File: config.mk
export PLATFORM = sky130hd
export DESIGN_NAME = alu_mc
export DESIGN_NICKNAME = d
export VERILOG_FILES = /design/src/rtl/alu_mc.sv
export SDC_FILE = /design/constraint.sdc
export NUM_CORES = 1
export LEC_CHECK = 0
export ABC_AREA = 1
export CORE_MARGIN = 2
export CORE_UTILIZATION = 55
export CTS_CLUSTER_DIAMETER = 200
export DETAILED_ROUTE_END_ITERATION = 6
export PLACE_DENSITY_LB_ADDON = 0.15
export SKIP_LAST_GASP = 1
export SLEW_MARGIN = 15
export SYNTH_ARGS = -nofsm -noshare
export SYNTH_HDL_FRONTEND = slang
export SYNTH_SLANG_ARGS = --single-unit
File: constraint.sdc
create_clock -name clk -period 4.5 [get_ports clk]
set_input_delay 0.9 -clock clk [delete_from_list [all_inputs] [get_ports clk]]
set_output_delay 0.9 -clock clk [all_outputs]
set_load 0.02 [all_outputs]
File: src/rtl/alu_mc.sv
// alu_mc: multi-cycle WIDTH-bit ALU behind valid/ready handshakes.
// Define ALU_MC_DIV_EN to build the iterative DIVU/REMU unit.
module alu_mc #(
  parameter int WIDTH = 16,
  parameter int SHW   = $clog2(WIDTH)
) (
  input  logic             clk,
  input  logic             rst_n,
  input  logic             in_valid,
  output logic             in_ready,
  input  logic [WIDTH-1:0] a,
  input  logic [WIDTH-1:0] b,
  input  logic [3:0]       ctrl,
  output logic             out_valid,
  input  logic             out_ready,
  output logic [WIDTH-1:0] result,
  output logic             zero,
  output logic             carry,
  output logic             overflow,
  output logic             err
);

  localparam logic [3:0] OP_AND  = 4'd0;
  localparam logic [3:0] OP_OR   = 4'd1;
  localparam logic [3:0] OP_ADD  = 4'd2;
  localparam logic [3:0] OP_SLL  = 4'd3;
  localparam logic [3:0] OP_NOR  = 4'd4;
  localparam logic [3:0] OP_SRL  = 4'd5;
  localparam logic [3:0] OP_SUB  = 4'd6;
  localparam logic [3:0] OP_SLT  = 4'd7;
  localparam logic [3:0] OP_SLTU = 4'd8;
  localparam logic [3:0] OP_SRA  = 4'd9;
  localparam logic [3:0] OP_XOR  = 4'd10;
  localparam logic [3:0] OP_MUL  = 4'd11;
`ifdef ALU_MC_DIV_EN
  localparam logic [3:0] OP_DIVU = 4'd12;
  localparam logic [3:0] OP_REMU = 4'd13;
`endif

  localparam logic [WIDTH-1:0] WLIM  = WIDTH'(WIDTH);
  localparam logic [SHW-1:0]   CLAST = SHW'(WIDTH - 1);

  typedef enum logic [1:0] {
    IDLE,
    BUSY,
    DONE
  } state_t;

  state_t state, state_nx;

  logic [SHW-1:0]   cnt;
  logic [WIDTH-1:0] acc, sh, rb;
  logic [WIDTH-1:0] acc_nx, sh_nx, rb_nx, fin;

  logic             is_sub;
  logic [WIDTH-1:0] bx;
  logic [WIDTH:0]   sum;
  logic             ovf;
  logic             lt_s, lt_u;
  logic             big;
  logic [SHW-1:0]   amt;

  logic [WIDTH-1:0] sc_res;
  logic             sc_c, sc_v, sc_err;
  logic             multi;

  assign in_ready  = (state == IDLE);
  assign out_valid = (state == DONE);
  assign zero      = (result == '0);

  // Shared adder: SUB is a + ~b + 1
  always_comb begin
    is_sub = (ctrl == OP_SUB);
    bx     = is_sub ? ~b : b;
    sum    = {1'b0, a} + {1'b0, bx} + (WIDTH+1)'(is_sub);
    ovf    = (a[WIDTH-1] == bx[WIDTH-1]) &
             (sum[WIDTH-1] != a[WIDTH-1]);
    lt_s   = $signed(a) < $signed(b);
    lt_u   = a < b;
    big    = (b >= WLIM);
    amt    = b[SHW-1:0];
  end

  always_comb begin
    sc_res = '0;
    sc_c   = 1'b0;
    sc_v   = 1'b0;
    sc_err = 1'b0;
    multi  = 1'b0;
    unique case (ctrl)
      OP_AND: sc_res = a & b;
      OP_OR:  sc_res = a | b;
      OP_NOR: sc_res = ~(a | b);
      OP_XOR: sc_res = a ^ b;
      OP_ADD, OP_SUB: begin
        sc_res = sum[WIDTH-1:0];
        sc_c   = sum[WIDTH];
        sc_v   = ovf;
      end
      OP_SLL: sc_res = big ? '0 : (a << amt);
      OP_SRL: sc_res = big ? '0 : (a >> amt);
      OP_SRA: sc_res = big ? {WIDTH{a[WIDTH-1]}}
                           : WIDTH'($signed(a) >>> amt);
      OP_SLT:  sc_res = {{(WIDTH-1){1'b0}}, lt_s};
      OP_SLTU: sc_res = {{(WIDTH-1){1'b0}}, lt_u};
      OP_MUL:  multi  = 1'b1;
`ifdef ALU_MC_DIV_EN
      OP_DIVU: begin
        if (b == '0) begin
          sc_res = '1;
          sc_err = 1'b1;
        end else begin
          multi = 1'b1;
        end
      end
      OP_REMU: begin
        if (b == '0) begin
          sc_res = a;
          sc_err = 1'b1;
        end else begin
          multi = 1'b1;
        end
      end
`endif
      default: sc_err = 1'b1;
    endcase
  end

`ifdef ALU_MC_DIV_EN
  logic [3:0]     rop;
  logic [WIDTH:0] rem_sh, diff;

  always_comb begin
    rem_sh = {acc, sh[WIDTH-1]};
    diff   = rem_sh - {1'b0, rb};
  end
`endif

  // acc: product / partial remainder; sh: multiplicand / dividend->quotient
  always_comb begin
    acc_nx = acc + (rb[0] ? sh : '0);
    sh_nx  = sh << 1;
    rb_nx  = rb >> 1;
    fin    = acc_nx;
`ifdef ALU_MC_DIV_EN
    if (rop != OP_MUL) begin
      rb_nx = rb;
      if (!diff[WIDTH]) begin
        acc_nx = diff[WIDTH-1:0];
        sh_nx  = {sh[WIDTH-2:0], 1'b1};
      end else begin
        acc_nx = rem_sh[WIDTH-1:0];
        sh_nx  = {sh[WIDTH-2:0], 1'b0};
      end
      fin = (rop == OP_DIVU) ? sh_nx : acc_nx;
    end
`endif
  end

  always_comb begin
    state_nx = state;
    unique case (state)
      IDLE: if (in_valid) state_nx = multi ? BUSY : DONE;
      BUSY: if (cnt == CLAST) state_nx = DONE;
      DONE: if (out_ready) state_nx = IDLE;
      default: state_nx = IDLE;
    endcase
  end

  always_ff @(posedge clk or negedge rst_n) begin
    if (!rst_n) begin
      state <= IDLE;
    end else begin
      state <= state_nx;
    end
  end

  always_ff @(posedge clk or negedge rst_n) begin
    if (!rst_n) begin
      cnt      <= '0;
      acc      <= '0;
      sh       <= '0;
      rb       <= '0;
      result   <= '0;
      carry    <= 1'b0;
      overflow <= 1'b0;
      err      <= 1'b0;
`ifdef ALU_MC_DIV_EN
      rop      <= '0;
`endif
    end else begin
      unique case (state)
        IDLE: begin
          if (in_valid) begin
            cnt      <= '0;
            acc      <= '0;
            sh       <= a;
            rb       <= b;
            result   <= sc_res;
            carry    <= sc_c;
            overflow <= sc_v;
            err      <= sc_err;
`ifdef ALU_MC_DIV_EN
            rop      <= ctrl;
`endif
          end
        end
        BUSY: begin
          acc <= acc_nx;
          sh  <= sh_nx;
          rb  <= rb_nx;
          cnt <= cnt + SHW'(1);
          if (cnt == CLAST) result <= fin;
        end
        default: ;
      endcase
    end
  end

endmodule

== After elaboration in Yosys (flattened, before gate mapping) ==
Index checks and enable logic that the tools add are counted.
Word-level totals
  output and inout port bits: 22
  register bits after elaboration: 73
  input port bits: 40
  logic and storage cells: 80
Cells by class
  mux-type cells: 26
  shift operators: 3
  bitwise operators: 6
  equality and inequality tests: 19
  add/sub/neg operators: 4
  magnitude comparators: 3
  reductions and logical operators: 10
Operators with widths (number)
  16-bit two-way mux: 10
  16-bit case mux with 10 select lines: 1
  16-bit case mux with 2 select lines: 4
  16-bit < comparator: 2
  16-bit inverter: 2
  4-bit equality test (second input constant): 5
  16-bit by 16-bit adder with 17-bit output: 1
  17-bit by 1-bit adder with 17-bit output: 1
  16-bit adder: 1
  16-bit AND: 1
  4-bit by 3-bit equality test with 1-bit output (second input constant): 4
  16-bit by 5-bit greater-or-equal comparator with 1-bit output (second input constant): 1
  16-bit zero test: 1
  16-bit OR: 1
  16-bit by 4-bit left shift with 16-bit output: 1
  16-bit by 4-bit >> shifter with 16-bit output: 1
  16-bit by 4-bit >>> shifter with 16-bit output: 1
  16-bit XOR: 1
  12-bit OR reduction: 1
  4-bit by 2-bit equality test with 1-bit output (second input constant): 2
  2-bit two-way mux: 4
  4-bit case mux with 2 select lines: 1
  2-bit case mux with 3 select lines: 1
  3-bit AND reduction: 2
  16 further kinds: 21

== Depth between registers and ports, before layout ==
Gate-level depths: netlist of the first run.
  word-level depth: 7
  gate-level depth with buffers: 22
  depth with buffers taken out: 22

== Worst setup path after synthesis of the first run ==
Ideal clock, no wire load.
  path type: input -> register
  from: input b[3]
  to: register result[14]
  arrival: 2.916 ns
  slack: 1.467 ns
  data required time: 4.383 ns
  path buffers: 2
  stages: 19
  library setup time: 0.117 ns
  cell sequence: clkbuf_1 -> inv_1 -> buf_2 -> xor2_1 -> ha_1 -> a21oi_1 -> nand2_1 -> nand2_1 -> inv_1 -> nand2_1 -> nand2_1 -> nand2_1 -> nand3_1 -> nand3_1 -> nand3_1 -> nand2_1 -> nand2_1 -> nand2_1 -> nand2_1
Between the ends
  cells in the longest elaborated chain, start to end: 7
  elaborated cells between the ends (all ways): 14
  classes of those cells: add/sub: 2; order compare: 1; shift: 3; mux: 7; bitwise: 1
RTL lines
  start: declaration: line 12  | input logic [WIDTH-1:0] b,
  16-bit inverter: line 74  | bx = is_sub ? ~b : b;
  16-bit two-way mux: line 74
  16-bit by 16-bit adder with 17-bit output: line 75  | sum = {1'b0, a} + {1'b0, bx} + (WIDTH+1)'(is_sub);
  17-bit by 1-bit adder with 17-bit output: line 75
  16-bit case mux with 10 select lines (*): line 90  | unique case (ctrl)
  16-bit two-way mux (*): line 194  | if (in_valid) begin
  16-bit case mux with 2 select lines (*): line 192  | unique case (state)
  end signal: assignment: line 199  | result <= sc_res;
  end signal: assignment: line 213  | if (cnt == CLAST) result <= fin;
  end: declaration: line 16  | output logic [WIDTH-1:0] result,
Every way passes the cells marked *; elsewhere a longest branch is shown, timed or not. The select of a mux whose other input is x is not followed.
A chain may end at the register's enable or synchronous reset.

== Final worst setup path of the first run ==
  from: input ctrl[1]
  to: register result[14]
Between the ends
  cells in the longest elaborated chain, start to end: 7
  elaborated cells between the ends (all ways): 18
  classes of those cells: add/sub: 2; eq/ne: 10; mux: 4; reduce/logical: 2
RTL lines
  start: declaration: line 13  | input logic [3:0] ctrl,
  4-bit by 3-bit equality test with 1-bit output: line 73, 90
  16-bit two-way mux: line 74
  16-bit by 16-bit adder with 17-bit output: line 75
  17-bit by 1-bit adder with 17-bit output: line 75
  16-bit case mux with 10 select lines (*): line 90
  16-bit two-way mux (*): line 194
  16-bit case mux with 2 select lines (*): line 192
Marked as above.

==> run summary, run 1 <==
status - finished clean
critical path peak fanout - 16
routed len/inst - 18.5 um
Final setup viols - 0
worst-margin pin slew - 0.920 ns
headroom to the max-slew limit - 38.7%
# rows - 44
reg2reg path depth - 16
vias in the first global route - 8349
ANT nets after route - 0
wl on met1 - 11600 um
H-tree Lvls - 3
number of flops mapped to enable cells by yosys - 0
synth top area cells - dfrtp_1, nand2_1, ha_1, inv_1, o21ai_0
type of origin of the critical path - input pin
core area - 14500 um2
synthesis-to-finish area growth - 12.6%
Routed met2 length - 12900 um
Final Hold Fails - 0
Post-Syn Area - 8110 um2
Critical Path Sink Type - flip-flop
GRT overflow - 0
share of cells above drive strength 1 - 4.86%
PortBufs - 61
clock-pin slew on the worst setup and hold paths - 0.07 ns
largest net degree at the start of global routing - 74
worst vdd ir - 0.198 mV
Post-CTS Setup Inserts - 0
Yosys reg bits - 73
Mapped Cells - 1275
worst setup path class - input pin to flip-flop
Synth cell types - 47
Post-Route WL - 27800 um
buffer depth of the longest clock path - 2
post-synth top area share - 22.5%
syn avg cell area - 6.36 um2
TritonCTS Sinks - 73
Residual DRC - 0
Final TNS setup - 0 ns
Reg2Reg Capture Point - result[12]
Worst EP required - 4.79 ns
MaxCap Viol Count - 0
number of diodes - 0
flop-to-flop setup slack - 1.53 ns
initial core utilization - 56.0%
dominant synthesized flop cell - dfrtp_1
sequential share of the synthesized area - 22.5%
I/O Pins - 62
clock skew - 0.00923 ns
minimum clock period - 3.51 ns
global-route wire length before repair - 44400 um
vias - 8837
Worst Setup EP - result[14]
RR Startpoint - rb[0]
uppermost routed layer - met4
CTS Buf Count - 9
fin util - 63.1%
Tot GR Track Use - 35.5%
initial antenna violation count - 0
Die ar. - 15700 um2
PostCTS Resize Cnt - 0
Warnings, synthesis - 0
GP Congestion - 1.02
syn_nets - 1400
Die Y - 125 um
CP arrival - 3.80 ns
static leakage - 4.69 nW
hpwl dp - 21100 um
FMAX - 285 MHz
Die W - 125 um
RSZ-0062 raised after global routing - no
CP startpoint - ctrl[1]
PwrDens - 351 nW/um2
post-synth top area cell - dfrtp_1
Synth async-reset ratio - 100%
Met3 Wirelength - 2070 um
routed vias/inst - 5.89
fin crit share - 78.0%
worst hold start - acc[2]
DR iter-0 viols - 845
fin. max-slew vios - 0
Min-Delay Path Class - flip-flop to flip-flop
Nets - 1436
Hold Buf Count CTS - 0
drt pass-1 iters - 6
clk_lat worst skew - 0.35 ns
CTS tree - built
clock root cell - clkbuf_16
==> report_power, final <==
| group | switching, W | internal [W] | leakage (nW) | total, W |
|---|---|---|---|---|
| Clock | 0.000318 | 0.000490 | 0.153 | 0.000808 |
| Sequential | 0.000164 | 0.000874 | 0.932 | 0.00104 |
| Combinational | 0.000860 | 0.000501 | 3.61 | 0.00136 |
==> worst min path at each step <==
stage | to | slack [ns] | cells after the start
3_3_place_gp | acc[7] | 0.47 | 2
4_1_cts | sh[15] | 0.49 | 2
2_1_floorplan | sh[15] | 0.45 | 2
3_5_place_dp | acc[10] | 0.48 | 2
6_report | acc[2] | 0.49 | 1
5_1_grt | acc[3] | 0.51 | 2
==> cell usage after synthesis, types with 2 or more instances <==
library cell / number
o21ai_0: 106
nand2_4: 2
buf_6: 3
inv_1: 143
buf_2: 18
o22ai_1: 3
nor2_2: 2
xor2_1: 18
nor4_1: 6
o21ai_1: 14
clkbuf_1: 24
o211ai_1: 39
dfrtp_1: 73
nand4_1: 11
ha_1: 83
nand3b_1: 7
nor2_1: 98
buf_4: 5
inv_2: 4
o21a_1: 6
nand2_2: 9
a32o_1: 2
o21bai_1: 4
and2_1: 2
a21oi_1: 81
a21o_1: 7
nor3_1: 12
a31oi_1: 6
nand2_1: 382
o211ai_2: 2
a211oi_1: 4
or2_2: 9
a22o_1: 4
fa_1: 2
o2111ai_1: 5
nand3_1: 68
==> registers in the layout (all words and copies together) (netlist names) <==
name,cells
acc,16
rb,16
err,1
cnt,4
carry,1
state,2
sh,16
result,16
overflow,1
==> kinds of logic after synthesis <==
logic type / after synthesis / synth area share, %
simple gates: 612 / 31.5
compound gates: 287 / 20.6
buf+inv: 199 / 10.0
fa+ha+maj: 85 / 13.3
flops: 73 / 22.5
xor+xnor: 18 / 1.94
mux: 1 / 0.123
==> cells in the final DEF, fill, tap and decap left out, types with 3 or more instances in the layout <==
cell type        synthesis  layout
nand2_1                382     382
o22ai_1                  3       3
ha_1                    83      83
a21oi_1                 81      81
o21ai_0                106     106
o21bai_1                 4       4
o21a_1                   6       6
buf_4                    5      15
nor3_1                  12      12
nand3_1                 68      68
a211oi_1                 4       4
inv_1                  143     143
o211ai_1                39      39
o21ai_1                 14      14
nor2_1                  98      97
a31oi_1                  6       6
nor4_1                   6       6
nand4_1                 11      11
inv_2                    4       4
a21o_1                   7       7
or2_2                    9       9
xor2_1                  18      18
nand3b_1                 7       7
nand2_2                  9       9
clkbuf_16                0       9
clkdlybuf4s50_1          0      60
o2111ai_1                5       5
dfrtp_1                 73      73
a22o_1                   4       4
==> routing by layer <==
metal | up-vias | GRT usage, %
met5 | - | 0
met2 | 393 | 58.2
met1 | 4074 | 46.6
met3 | 87 | 4.79
met4 | 0 | 16.4
li1 | 4283 | -
==> stage by stage <==
stage | setup slack, ns | area, um2 | cells | hold slack, ns | power [W]
final | 0.992 | 9140 | 1500 | 0.490 | 0.00321
after global routing | 0.679 | 9140 | 1500 | 0.514 | 0.00342
after CTS | 1.05 | 9140 | 1500 | 0.492 | 0.00319
after detailed placement | 0.698 | 8810 | 1484 | 0.477 | 0.00237
after global placement | 0.790 | 8810 | 1484 | 0.470 | 0.00235
after floorplan | 1.47 | 8110 | 1275 | 0.453 | 0.00188
==> layout make-up <==
type,count,area (um2)
Clock buffer,9,225
Tap cell,184,230
Timing Repair Buffer,75,713
Sequential cell,73,1830
Multi-Input combinational cell,1003,5480
Clock inverter,7,101
Inverter,149,562
Fill cell,1387,5340
==> critical path, cell delays in order <==
cell and delay [ns]:
clkdlybuf4s50_1 0.54, inv_1 0.07, nor2_2 0.18, nand2_4 0.21
xor2_1 0.23, fa_1 0.47, nand3_1 0.10, nand2_1 0.09
nand2_1 0.07, inv_1 0.05, nand2_1 0.07, nand2_1 0.09
nand2_1 0.10, nand2_1 0.05, nand2_1 0.08, nand3_1 0.08
nand3_1 0.12, nand2_1 0.06, nand2_1 0.09, nand2_1 0.05
nand2_1 0.06
No activity file was read; power rests on OpenSTA's default activity.
==> inputs of run 2 (changes only) <==
clock period = 3 ns   (was 4.5 ns; I/O delays follow)
==> run summary, run 2 (synthesis gave the netlist of run 1 again) <==
status - finished clean
vias - 9405 (+6.4%)
ANT nets after route - 0 (unchanged)
crit path cell chain - clkdlybuf4s50_1, inv_1, xor2_2, ha_1, a21oi_2, nand2_1, buf_4, nand3_1, nand4_1, nand3_1, nand4_1, nand2_1, nand2_1, nand2_1, nand2_1
Final setup viols - 0 (unchanged)
type of origin of the critical path - input pin
MaxCap Viol Count - 0 (unchanged)
Crit path largest cell delay - 0.48 ns (-0.06 ns)
RSZ-0062 raised after global routing - no
critical path peak fanout - 4 (-12)
Stages on worst setup path - 15 (-29%)
static leakage - 5.42 nW (+16%)
gr busiest metal - met2
Die ar. - 15700 um2 (unchanged)
clock share of power - 24.8% (-0.4 points)
Reg area - 1830 um2 (unchanged)
most used cell, CP - nand2_1
GRT overflow - 0 (unchanged)
Hold Buf Count CTS - 0 (unchanged)
fin. max-slew vios - 0 (unchanged)
CP arrival - 3.00 ns (-0.80 ns)
core area - 14500 um2 (unchanged)
clock-pin slew on the worst setup and hold paths - 0.06 ns (about the same)
Critical Path Sink Type - flip-flop
Final Hold Fails - 0 (unchanged)
CP startpoint - b[3]
Filler Cells Inserted - 1269 (-8.5%)
clk_lat worst skew - 0.35 ns (about the same)
hpwl dp - 24300 um (+15%)
most frequent cells in the layout - nand2_1, buf_4, inv_1
share of cells above drive strength 1 - 15.7% (+11 points)
GP Congestion - 1.07 (+4.3%)
fin crit share - 92.3%
number of diodes - 0 (unchanged)
DR iter-0 viols - 764 (-9.6%)
PortBufs - 61 (unchanged)
RR Startpoint - rb[0]
initial antenna violation count - 0 (unchanged)
clock root cell - clkbuf_16
I/O Pins - 62 (unchanged)
PwrDens - 492 nW/um2 (+40%)
CTS tree - built
Reg2Reg Capture Point - result[12]
internal cell power - 0.00305 W (+64%)
buffer depth of the longest clock path - 2 (unchanged)
synthesis-to-finish area growth - 27.7%
clock skew - 0.0113 ns (+0.00203 ns)
headroom to the max-slew limit - 36.4% (-2.2 points)
vias in the first global route - 8874 (+6.3%)
TritonCTS Sinks - 73 (unchanged)
Nets - 1574 (+9.6%)
fin util - 71.6% (+8.4 points)
CTS Buf Count - 9 (unchanged)
Die Y - 125 um (unchanged)
Reg power frac - 30.1% (-2.3 points)
worst-margin pin slew - 0.954 ns (+0.0336 ns)
global-route wire length before repair - 47200 um (+6.5%)
worst setup path class - input pin to flip-flop
H-tree Lvls - 3 (unchanged)
sw power - 0.00205 W (+53%)
multi-input logic area - 5620 um2 (+2.5%)
CP max-delay cell - clkdlybuf4s50_1
Worst EP required - 3.23 ns (-1.56 ns)
Tot GR Track Use - 38.3% (+2.7 points)
total power - 0.00510 W (+59%)
Die W - 125 um (unchanged)
Post-Route WL - 30500 um (+9.8%)
routed vias/inst - 5.74 (-2.5%)
worst vdd ir - 0.354 mV (+78%)
Residual DRC - 0 (unchanged)
Min-Delay Path Class - input pin to asynchronous set/reset pin
met2 Usage GRT - 62.4% (+4.2 points)
Bufs and invs on worst path - 3 (unchanged)
routed len/inst - 18.6 um (+0.55%)
initial core utilization - 56.0% (unchanged)
Worst Setup EP - result[12]
reg2reg path depth - 16 (unchanged)
flop-to-flop setup slack - 0.32 ns (-1.21 ns)
met3 GRT Util - 4.84% (+0.043 points)
Final TNS setup - 0 ns (unchanged)
M1 GR Usage - 48.3% (+1.6 points)
largest net degree at the start of global routing - 74 (unchanged)
combinational group share of total power - 45.1% (+2.7 points)
# rows - 44 (unchanged)
minimum clock period - 2.77 ns
Sw Ratio - 40.2% (-1.7 points)
drt pass-1 iters - 6 (unchanged)
crit-path leading delay family - simple AND/OR/NAND/NOR gates
FMAX - 361 MHz
most common cell after layout, fill and taps aside - nand2_1
[run 2: repair_timing]
action                                  in CTS  in global routing
buffers inserted                             0                  6
resized for setup                            0                 37
endpoints found under the setup margin       0                 16
[run 2: metal layers]
| metal | vias to the layer above | wire length (um) |
|---|---|---|
| met5 | - | 0 |
| met2 | 430 | 14000 |
| met3 | 132 | 2070 |
| met1 | 4284 | 12200 |
| met4 | 0 | 2260 |
| li1 | 4559 | - |
[run 2: power groups by stage]
| stage | Sequential (W) | Clock, W | Combinational (W) |
|---|---|---|---|
| 2_1_floorplan | 0.00161 | 0 | 0.00122 |
| 3_3_place_gp | 0.00153 | 0 | 0.00217 |
| 3_5_place_dp | 0.00154 | 0 | 0.00220 |
| 4_1_cts | 0.00153 | 0.00127 | 0.00222 |
| 5_1_grt | 0.00158 | 0.00130 | 0.00254 |
| 6_report | 0.00153 | 0.00127 | 0.00230 |
[run 2: final cells by class]
cell class	instances	area share (%)
well taps	184	2.22
multi-input cells	1004	54.3
repair buffers	212	17.1
clock buffers	10	2.21
clock inverters	6	1.11
inverters	149	5.42
flip-flops and latches	73	17.6
[run 2: stage by stage]
step,std cells,area [um2],hold slack [ns],setup slack [ns]
floorplan,1275,8110,0.304,0.267
global placement,1615,9820,0.466,-0.235
detailed placement,1615,9820,0.477,-0.307
CTS,1631,10200,0.437,0.0214
global route,1638,10400,0.466,0.0631
finish,1638,10400,0.389,0.231
[run 2: worst min-delay path by stage]
stage / from / to / slack [ns] / cells after the start
3_5_place_dp: carry / carry / 0.48 / 2
6_report: rst_n / acc[7] / 0.39 / 1
4_1_cts: rst_n / acc[5] / 0.44 / 1
5_1_grt: rst_n / acc[5] / 0.47 / 1
2_1_floorplan: rst_n / acc[0] / 0.30 / 0
3_3_place_gp: sh[15] / sh[15] / 0.47 / 2
